$ cat src/rtl/ccu_snoop_responder.sv
// Snoop-side responder: accepts AC snoops, looks up local tag state, answers on CR and streams
// the line on CD. Define CCU_SNOOP_RESP_CRITICAL_WORD_EN to send the addressed beat first.
module ccu_snoop_responder #(
    parameter int unsigned ADDR_WIDTH      = 64,
    parameter int unsigned DATA_WIDTH      = 64,
    parameter int unsigned CACHELINE_BYTES = 64
) (
    input  logic                  clk_i,
    input  logic                  rst_i,
    input  logic                  ac_valid_i,
    output logic                  ac_ready_o,
    input  logic [ADDR_WIDTH-1:0] ac_addr_i,
    input  logic [3:0]            ac_snoop_i,
    input  logic [2:0]            ac_prot_i,
    output logic                  cr_valid_o,
    input  logic                  cr_ready_i,
    output logic [4:0]            cr_resp_o,
    output logic                  cd_valid_o,
    input  logic                  cd_ready_i,
    output logic [DATA_WIDTH-1:0] cd_data_o,
    output logic                  cd_last_o,
    output logic                  lookup_req_o,
    output logic [ADDR_WIDTH-1:0] lookup_addr_o,
    input  logic                  lookup_hit_i,
    input  logic                  lookup_dirty_i,
    input  logic                  lookup_unique_i,
    output logic                  data_req_o,
    output logic [ADDR_WIDTH-1:0] data_addr_o,
    input  logic [DATA_WIDTH-1:0] data_rdata_i,
    output logic                  upd_valid_o,
    input  logic                  upd_ready_i,
    output logic [ADDR_WIDTH-1:0] upd_addr_o,
    output logic [1:0]            upd_op_o
);

    localparam int unsigned BEATS        = CACHELINE_BYTES * 8 / DATA_WIDTH;
    localparam int unsigned BLOCK_OFFSET = $clog2(CACHELINE_BYTES);
    localparam int unsigned WORD_OFFSET  = $clog2(DATA_WIDTH / 8);
    localparam int unsigned BEAT_W       = (BEATS > 1) ? $clog2(BEATS) : 1;
    localparam logic [BEAT_W-1:0] LAST_CNT = BEAT_W'(BEATS - 1);

    localparam logic [3:0] SNP_READ_ONCE      = 4'b0000;
    localparam logic [3:0] SNP_READ_SHARED    = 4'b0001;
    localparam logic [3:0] SNP_READ_CLEAN     = 4'b0010;
    localparam logic [3:0] SNP_READ_NSD       = 4'b0011;
    localparam logic [3:0] SNP_READ_UNIQUE    = 4'b0111;
    localparam logic [3:0] SNP_CLEAN_SHARED   = 4'b1000;
    localparam logic [3:0] SNP_CLEAN_INVALID  = 4'b1001;
    localparam logic [3:0] SNP_MAKE_INVALID   = 4'b1101;

    localparam logic [1:0] OP_NONE       = 2'b00;
    localparam logic [1:0] OP_CLEAN_SHR  = 2'b01;
    localparam logic [1:0] OP_INVALIDATE = 2'b10;
    localparam logic [1:0] OP_SHR_DIRTY  = 2'b11;

    // cr_resp_o bit positions
    localparam int unsigned R_DT  = 0;
    localparam int unsigned R_ERR = 1;
    localparam int unsigned R_PD  = 2;
    localparam int unsigned R_IS  = 3;
    localparam int unsigned R_WU  = 4;

    typedef enum logic [2:0] {
        StIdle, StLookup, StEval, StResp, StRd, StSend, StUpd
    } state_e;

    state_e                state_q, state_d;
    logic [ADDR_WIDTH-1:0] addr_q;
    logic [3:0]            snoop_q;
    logic [2:0]            prot_q;
    logic [4:0]            resp_q, resp_eval;
    logic [1:0]            op_q, op_eval;
    logic [BEAT_W-1:0]     cnt_q, cnt_d;
    logic                  fresh_q;
    logic [DATA_WIDTH-1:0] data_q;
    logic [ADDR_WIDTH-1:0] line_addr;
    logic [BEAT_W-1:0]     start_beat, beat;
    logic                  unused_bits;

    assign line_addr = addr_q & ~ADDR_WIDTH'(CACHELINE_BYTES - 1);

`ifdef CCU_SNOOP_RESP_CRITICAL_WORD_EN
    assign start_beat = addr_q[BLOCK_OFFSET-1:WORD_OFFSET];
`else
    assign start_beat = '0;
`endif

    // cnt_q counts beats sent; the array beat is offset from the first beat and wraps
    assign beat        = cnt_q + start_beat;
    assign unused_bits = ^{prot_q, addr_q[BLOCK_OFFSET-1:0]};

    always_comb begin
        resp_eval = '0;
        op_eval   = OP_NONE;
        case (snoop_q)
            SNP_READ_ONCE: begin
                resp_eval[R_DT] = 1'b1;
                resp_eval[R_IS] = 1'b1;
            end
            SNP_READ_SHARED, SNP_READ_NSD: begin
                resp_eval[R_DT] = 1'b1;
                resp_eval[R_IS] = 1'b1;
                resp_eval[R_PD] = lookup_dirty_i;
                op_eval         = OP_CLEAN_SHR;
            end
            SNP_READ_CLEAN: begin
                resp_eval[R_DT] = 1'b1;
                resp_eval[R_IS] = 1'b1;
                op_eval         = lookup_dirty_i ? OP_SHR_DIRTY : OP_CLEAN_SHR;
            end
            SNP_READ_UNIQUE: begin
                resp_eval[R_DT] = 1'b1;
                resp_eval[R_PD] = lookup_dirty_i;
                op_eval         = OP_INVALIDATE;
            end
            SNP_CLEAN_INVALID: begin
                resp_eval[R_DT] = lookup_dirty_i;
                resp_eval[R_PD] = lookup_dirty_i;
                op_eval         = OP_INVALIDATE;
            end
            SNP_CLEAN_SHARED: begin
                resp_eval[R_DT] = lookup_dirty_i;
                resp_eval[R_PD] = lookup_dirty_i;
                resp_eval[R_IS] = 1'b1;
                op_eval         = lookup_dirty_i ? OP_CLEAN_SHR : OP_NONE;
            end
            SNP_MAKE_INVALID: begin
                op_eval = OP_INVALIDATE;
            end
            default: begin
                resp_eval[R_ERR] = 1'b1;
            end
        endcase
        // Unsupported encodings report Error regardless of the lookup
        if (!resp_eval[R_ERR]) begin
            if (!lookup_hit_i) begin
                resp_eval = '0;
                op_eval   = OP_NONE;
            end else begin
                resp_eval[R_WU] = lookup_unique_i;
            end
        end
    end

    always_comb begin
        state_d      = state_q;
        cnt_d        = cnt_q;
        ac_ready_o   = 1'b0;
        lookup_req_o = 1'b0;
        cr_valid_o   = 1'b0;
        data_req_o   = 1'b0;
        cd_valid_o   = 1'b0;
        upd_valid_o  = 1'b0;
        unique case (state_q)
            StIdle: begin
                ac_ready_o = 1'b1;
                if (ac_valid_i) begin
                    cnt_d   = '0;
                    state_d = StLookup;
                end
            end
            StLookup: begin
                lookup_req_o = 1'b1;
                state_d      = StEval;
            end
            StEval: state_d = StResp;
            StResp: begin
                cr_valid_o = 1'b1;
                if (cr_ready_i) begin
                    if (resp_q[R_DT])         state_d = StRd;
                    else if (op_q != OP_NONE) state_d = StUpd;
                    else                      state_d = StIdle;
                end
            end
            StRd: begin
                data_req_o = 1'b1;
                state_d    = StSend;
            end
            StSend: begin
                cd_valid_o = 1'b1;
                if (cd_ready_i) begin
                    if (cnt_q == LAST_CNT) begin
                        cnt_d   = '0;
                        state_d = (op_q != OP_NONE) ? StUpd : StIdle;
                    end else begin
                        cnt_d   = cnt_q + 1'b1;
                        state_d = StRd;
                    end
                end
            end
            StUpd: begin
                upd_valid_o = 1'b1;
                if (upd_ready_i) state_d = StIdle;
            end
            default: state_d = StIdle;
        endcase
    end

    always_ff @(posedge clk_i or posedge rst_i) begin
        if (rst_i) begin
            state_q <= StIdle;
            addr_q  <= '0;
            snoop_q <= '0;
            prot_q  <= '0;
            resp_q  <= '0;
            op_q    <= OP_NONE;
            cnt_q   <= '0;
            fresh_q <= 1'b0;
            data_q  <= '0;
        end else begin
            state_q <= state_d;
            cnt_q   <= cnt_d;
            fresh_q <= (state_q == StRd);
            if (state_q == StIdle && ac_valid_i) begin
                addr_q  <= ac_addr_i;
                snoop_q <= ac_snoop_i;
                prot_q  <= ac_prot_i;
            end
            if (state_q == StEval) begin
                resp_q <= resp_eval;
                op_q   <= op_eval;
            end
            // Read data arrives in the first SEND cycle; hold it for stalled beats
            if (state_q == StSend && fresh_q) data_q <= data_rdata_i;
        end
    end

    assign lookup_addr_o = lookup_req_o ? line_addr : '0;
    assign data_addr_o   = data_req_o ? (line_addr | (ADDR_WIDTH'(beat) << WORD_OFFSET)) : '0;
    assign cr_resp_o     = cr_valid_o ? resp_q : '0;
    assign cd_data_o     = cd_valid_o ? (fresh_q ? data_rdata_i : data_q) : '0;
    assign cd_last_o     = cd_valid_o && (cnt_q == LAST_CNT);
    assign upd_addr_o    = upd_valid_o ? line_addr : '0;
    assign upd_op_o      = upd_valid_o ? op_q : OP_NONE;

endmodule

$ cat config.mk
export PLATFORM = sky130hd
export DESIGN_NAME = ccu_snoop_responder
export DESIGN_NICKNAME = d
export VERILOG_FILES = /design/src/rtl/ccu_snoop_responder.sv
export SDC_FILE = /design/constraint.sdc
export NUM_CORES = 1
export LEC_CHECK = 0
export BUFFER_PORTS_ARGS = -buffer_cell sky130_fd_sc_hd__buf_2
export CORE_AREA = 3 3 160 162
export CTS_BUF_LIST = sky130_fd_sc_hd__clkbuf_8
export DETAILED_ROUTE_END_ITERATION = 7
export DIE_AREA = 0 0 163 165
export GPL_ROUTABILITY_DRIVEN = 0
export PLACE_DENSITY_LB_ADDON = 0.08
export SYNTH_ARGS = -nofsm -noshare
export SYNTH_HDL_FRONTEND = slang
export SYNTH_SLANG_ARGS = --single-unit
$ cat constraint.sdc
create_clock -name clk_i -period 6 [get_ports clk_i]
set_clock_uncertainty 0.05 [all_clocks]
set_input_delay 0.6 -clock clk_i [delete_from_list [all_inputs] [get_ports clk_i]]
set_output_delay 0.6 -clock clk_i [all_outputs]
set_load 0.02 [all_outputs]
==> results.yml <==
setup_path:
  end_kind: "primary output"
  crit_required_ns: 5.35
  crit-reg2reg-launch: "state_q[1]$_DFFE_PP0P_"
  reg2reg_depth: 6
  arrival_ns: 2.89
  crit_type: "reg -> out"
  reg2reg_to: "data_q[8]$_DFFE_PP0P_"
  cp-start-kind: "flop"
  reg2reg_slack_ns: 2.72
  cp_max_fo: 64
die:
  die_w_um: 163
  start_util: 0.335
  dieArea_mm2: 0.0269
  pin_count: 414
  rows: 57
  die_h_um: 165
  core_area_mm2: 0.0242
grt:
  grt_pass1_vias: 6301
  grt_remaining_overflow: 0
  grt.total_usage: 0.183
  grt_max_degree: 99
  antenna_found_initial: 3
  grt_pass1_wl_um: 38200
clocking:
  clockBufferDepth: 2
  cts_sinks: 140
  insertion_delay_ns: 0.44
  clockRootBuffer: "clkbuf_8"
  cts.repair.resized: 0
  post_cts_buffers: 0
  ctsHtreeMaxLevel: 4
  postCtsHoldBufs: 0
  cts_tree: "built"
  clk_pin_slew_ns: 0.09
  cts_buffers: 17
yosys:
  ys_seq_area_frac: 0.431
  synth_area_mm2: 0.00812
  yosysTopAreaCell: "dfrtp_1"
  yosys_warnings: 0
  synth_top_area_frac: 0.431
  synthArstFlopShare: 1.00
  syn_avg_cell_area_um2: 11.1
  ys.flop_type: "dfrtp_1"
  synth_edf_count: 0
  synth_seq_cells: 140
  synth.area.top_cells: "dfrtp_1 (43%), mux2_4 (11%), and2_1 (9.6%), mux2_1 (8.0%), mux2i_1 (8.0%)"
  syn_inst: 731
  synth.top_cells.by_count: "dfrtp_1 (140), and2_1 (125), nor2_1 (70)"
  yosysMostFrequentCell: "dfrtp_1"
  ys_types: 39
drt:
  drtPass1Iterations: 4
  drt_wl_total_um: 25500
  drt_iter0_markers: 271
  wl_per_cell_um: 17.9
  vias_per_cell: 4.64
  drc: 0
  drtAntennaViolNets: 0
  vias: 6623
timing:
  drv_slew: 0
  setup_violations: 0
  finalHoldViolCount: 0
  slew_headroom: 0.285
  max_freq_ghz: 0.283
  finalSetupTns_ns: 0
  fin_crit_ns: 3.54
  min_period_over_period: 0.590
  tightest_slew_ns: 1.07
  rsz0062_at_grt: "false"
pwr:
  fin_total_pwr_w: 0.00462
  p_leak_nw: 5.83
  irDropWorstVdd_mv: 0.244
  p_per_area_mw_per_mm2: 438
run:
  drv_cap: 0
placed_design:
  dpl.cell_count: 1391
  port_buffers: 389
  dp_hpwl_um: 17900
  postPlaceCellArea_mm2: 0.0102
final_layout:
  area_growth_pct: 30.0
  nets: 1232
  drive_above_1_share: 0.462
  fin_area_mm2: 0.0106
  fin_cells: 1426
outcome:
  status: "complete, no violations"
worst_hold_path:
  hp-class: "in -> async"
==> layer usage <==
metal	GRT usage	routed length [um]	vias up	share of wire
met2	0.314	12800	223	0.50
met4	0.0515	347	0	0.014
met3	0.0406	1510	18	0.059
li1	-	-	3167	-
met1	0.232	10800	3215	0.42
met5	0	0	-	0
==> layout make-up <==
type                            count  area (um^2)
Antenna cell                        3         7.51
Clock buffer                       17          234
Clock inverter                     15          151
Fill cell                        2415        13700
Inverter                            7         31.3
Multi-Input combinational cell    524         4220
Sequential cell                   140         3510
Tap cell                          324          405
Timing Repair Buffer              396         2000
==> through the flow <==
stage / hold WS (ns) / setup WS (ns) / utilization
finish: 0.261 / 2.46 / 0.435
global route: 0.281 / 2.19 / 0.435
CTS: 0.281 / 2.38 / 0.435
detailed placement: 0.413 / 2.67 / 0.419
global placement: 0.413 / 2.67 / 0.419
floorplan: 0.385 / 1.60 / -
==> layout by cell type, fill, tap and decap left out, types with 3 or more instances in the layout <==
cell        count
mux2_2          8
nand2_1        10
a32o_1          3
inv_1           4
inv_6           7
inv_8           3
conb_1         15
nor2_1         70
diode_2         3
and3_1         63
clkbuf_8       17
o21ai_0        10
a21oi_1         6
clkinvlp_4      4
dfrtp_1       139
and2_1        124
buf_2         389
buf_4           7
mux2_4         60
mux2i_1        65
mux2_1         58
==> power breakdown <==
group / switching (W) / leakage [nW] / internal (W)
Clock: 0.000428 / 0.186 / 0.000343
Combinational: 0.00109 / 3.99 / 0.000952
Sequential: 0.000400 / 1.66 / 0.00140
Total: 0.00192 / 5.83 / 0.00270
==> kinds of logic after synthesis <==
| family | share of synthesized area |
|---|---|
| AOI/OAI and AO/OA | 0.0240 |
| adders and majority gates | 0.00308 |
| buffers and inverters | 0.0589 |
| DFF | 0.431 |
| muxes | 0.283 |
| other | 0.000462 |
| and+or+nand+nor | 0.200 |
==> worst max-delay path, cell delays in order (launching register included) <==
cell and delay (ns):
dfrtp_1 0.68, inv_2 0.54, nand3_2 0.25, buf_4 0.58, nor2_1 0.15, buf_2 0.20
==> state kept, by name, summed over array words and instances, names as in the netlist <==
register	flops
state_q	3
resp_q	5
op_q	2
data_q	64
addr_q	58
cnt_q	3
snoop_q	4
fresh_q	1
==> worst max path at each step <==
stage / slack, ns / to / startpoint / cells after the start
global route: 2.19 / cd_data_o[45] / state_q[1]$_DFFE_PP0P_ / 5
finish: 2.46 / cd_data_o[4] / state_q[1]$_DFFE_PP0P_ / 5
global placement: 2.67 / data_q[11]$_DFFE_PP0P_ / state_q[1]$_DFFE_PP0P_ / 6
CTS: 2.38 / cd_data_o[4] / state_q[1]$_DFFE_PP0P_ / 5
detailed placement: 2.67 / data_q[4]$_DFFE_PP0P_ / state_q[1]$_DFFE_PP0P_ / 6
floorplan: 1.60 / addr_q[10]$_DFFE_PP0P_ / rst_i / 1
No activity file was read; power rests on OpenSTA's default activity.
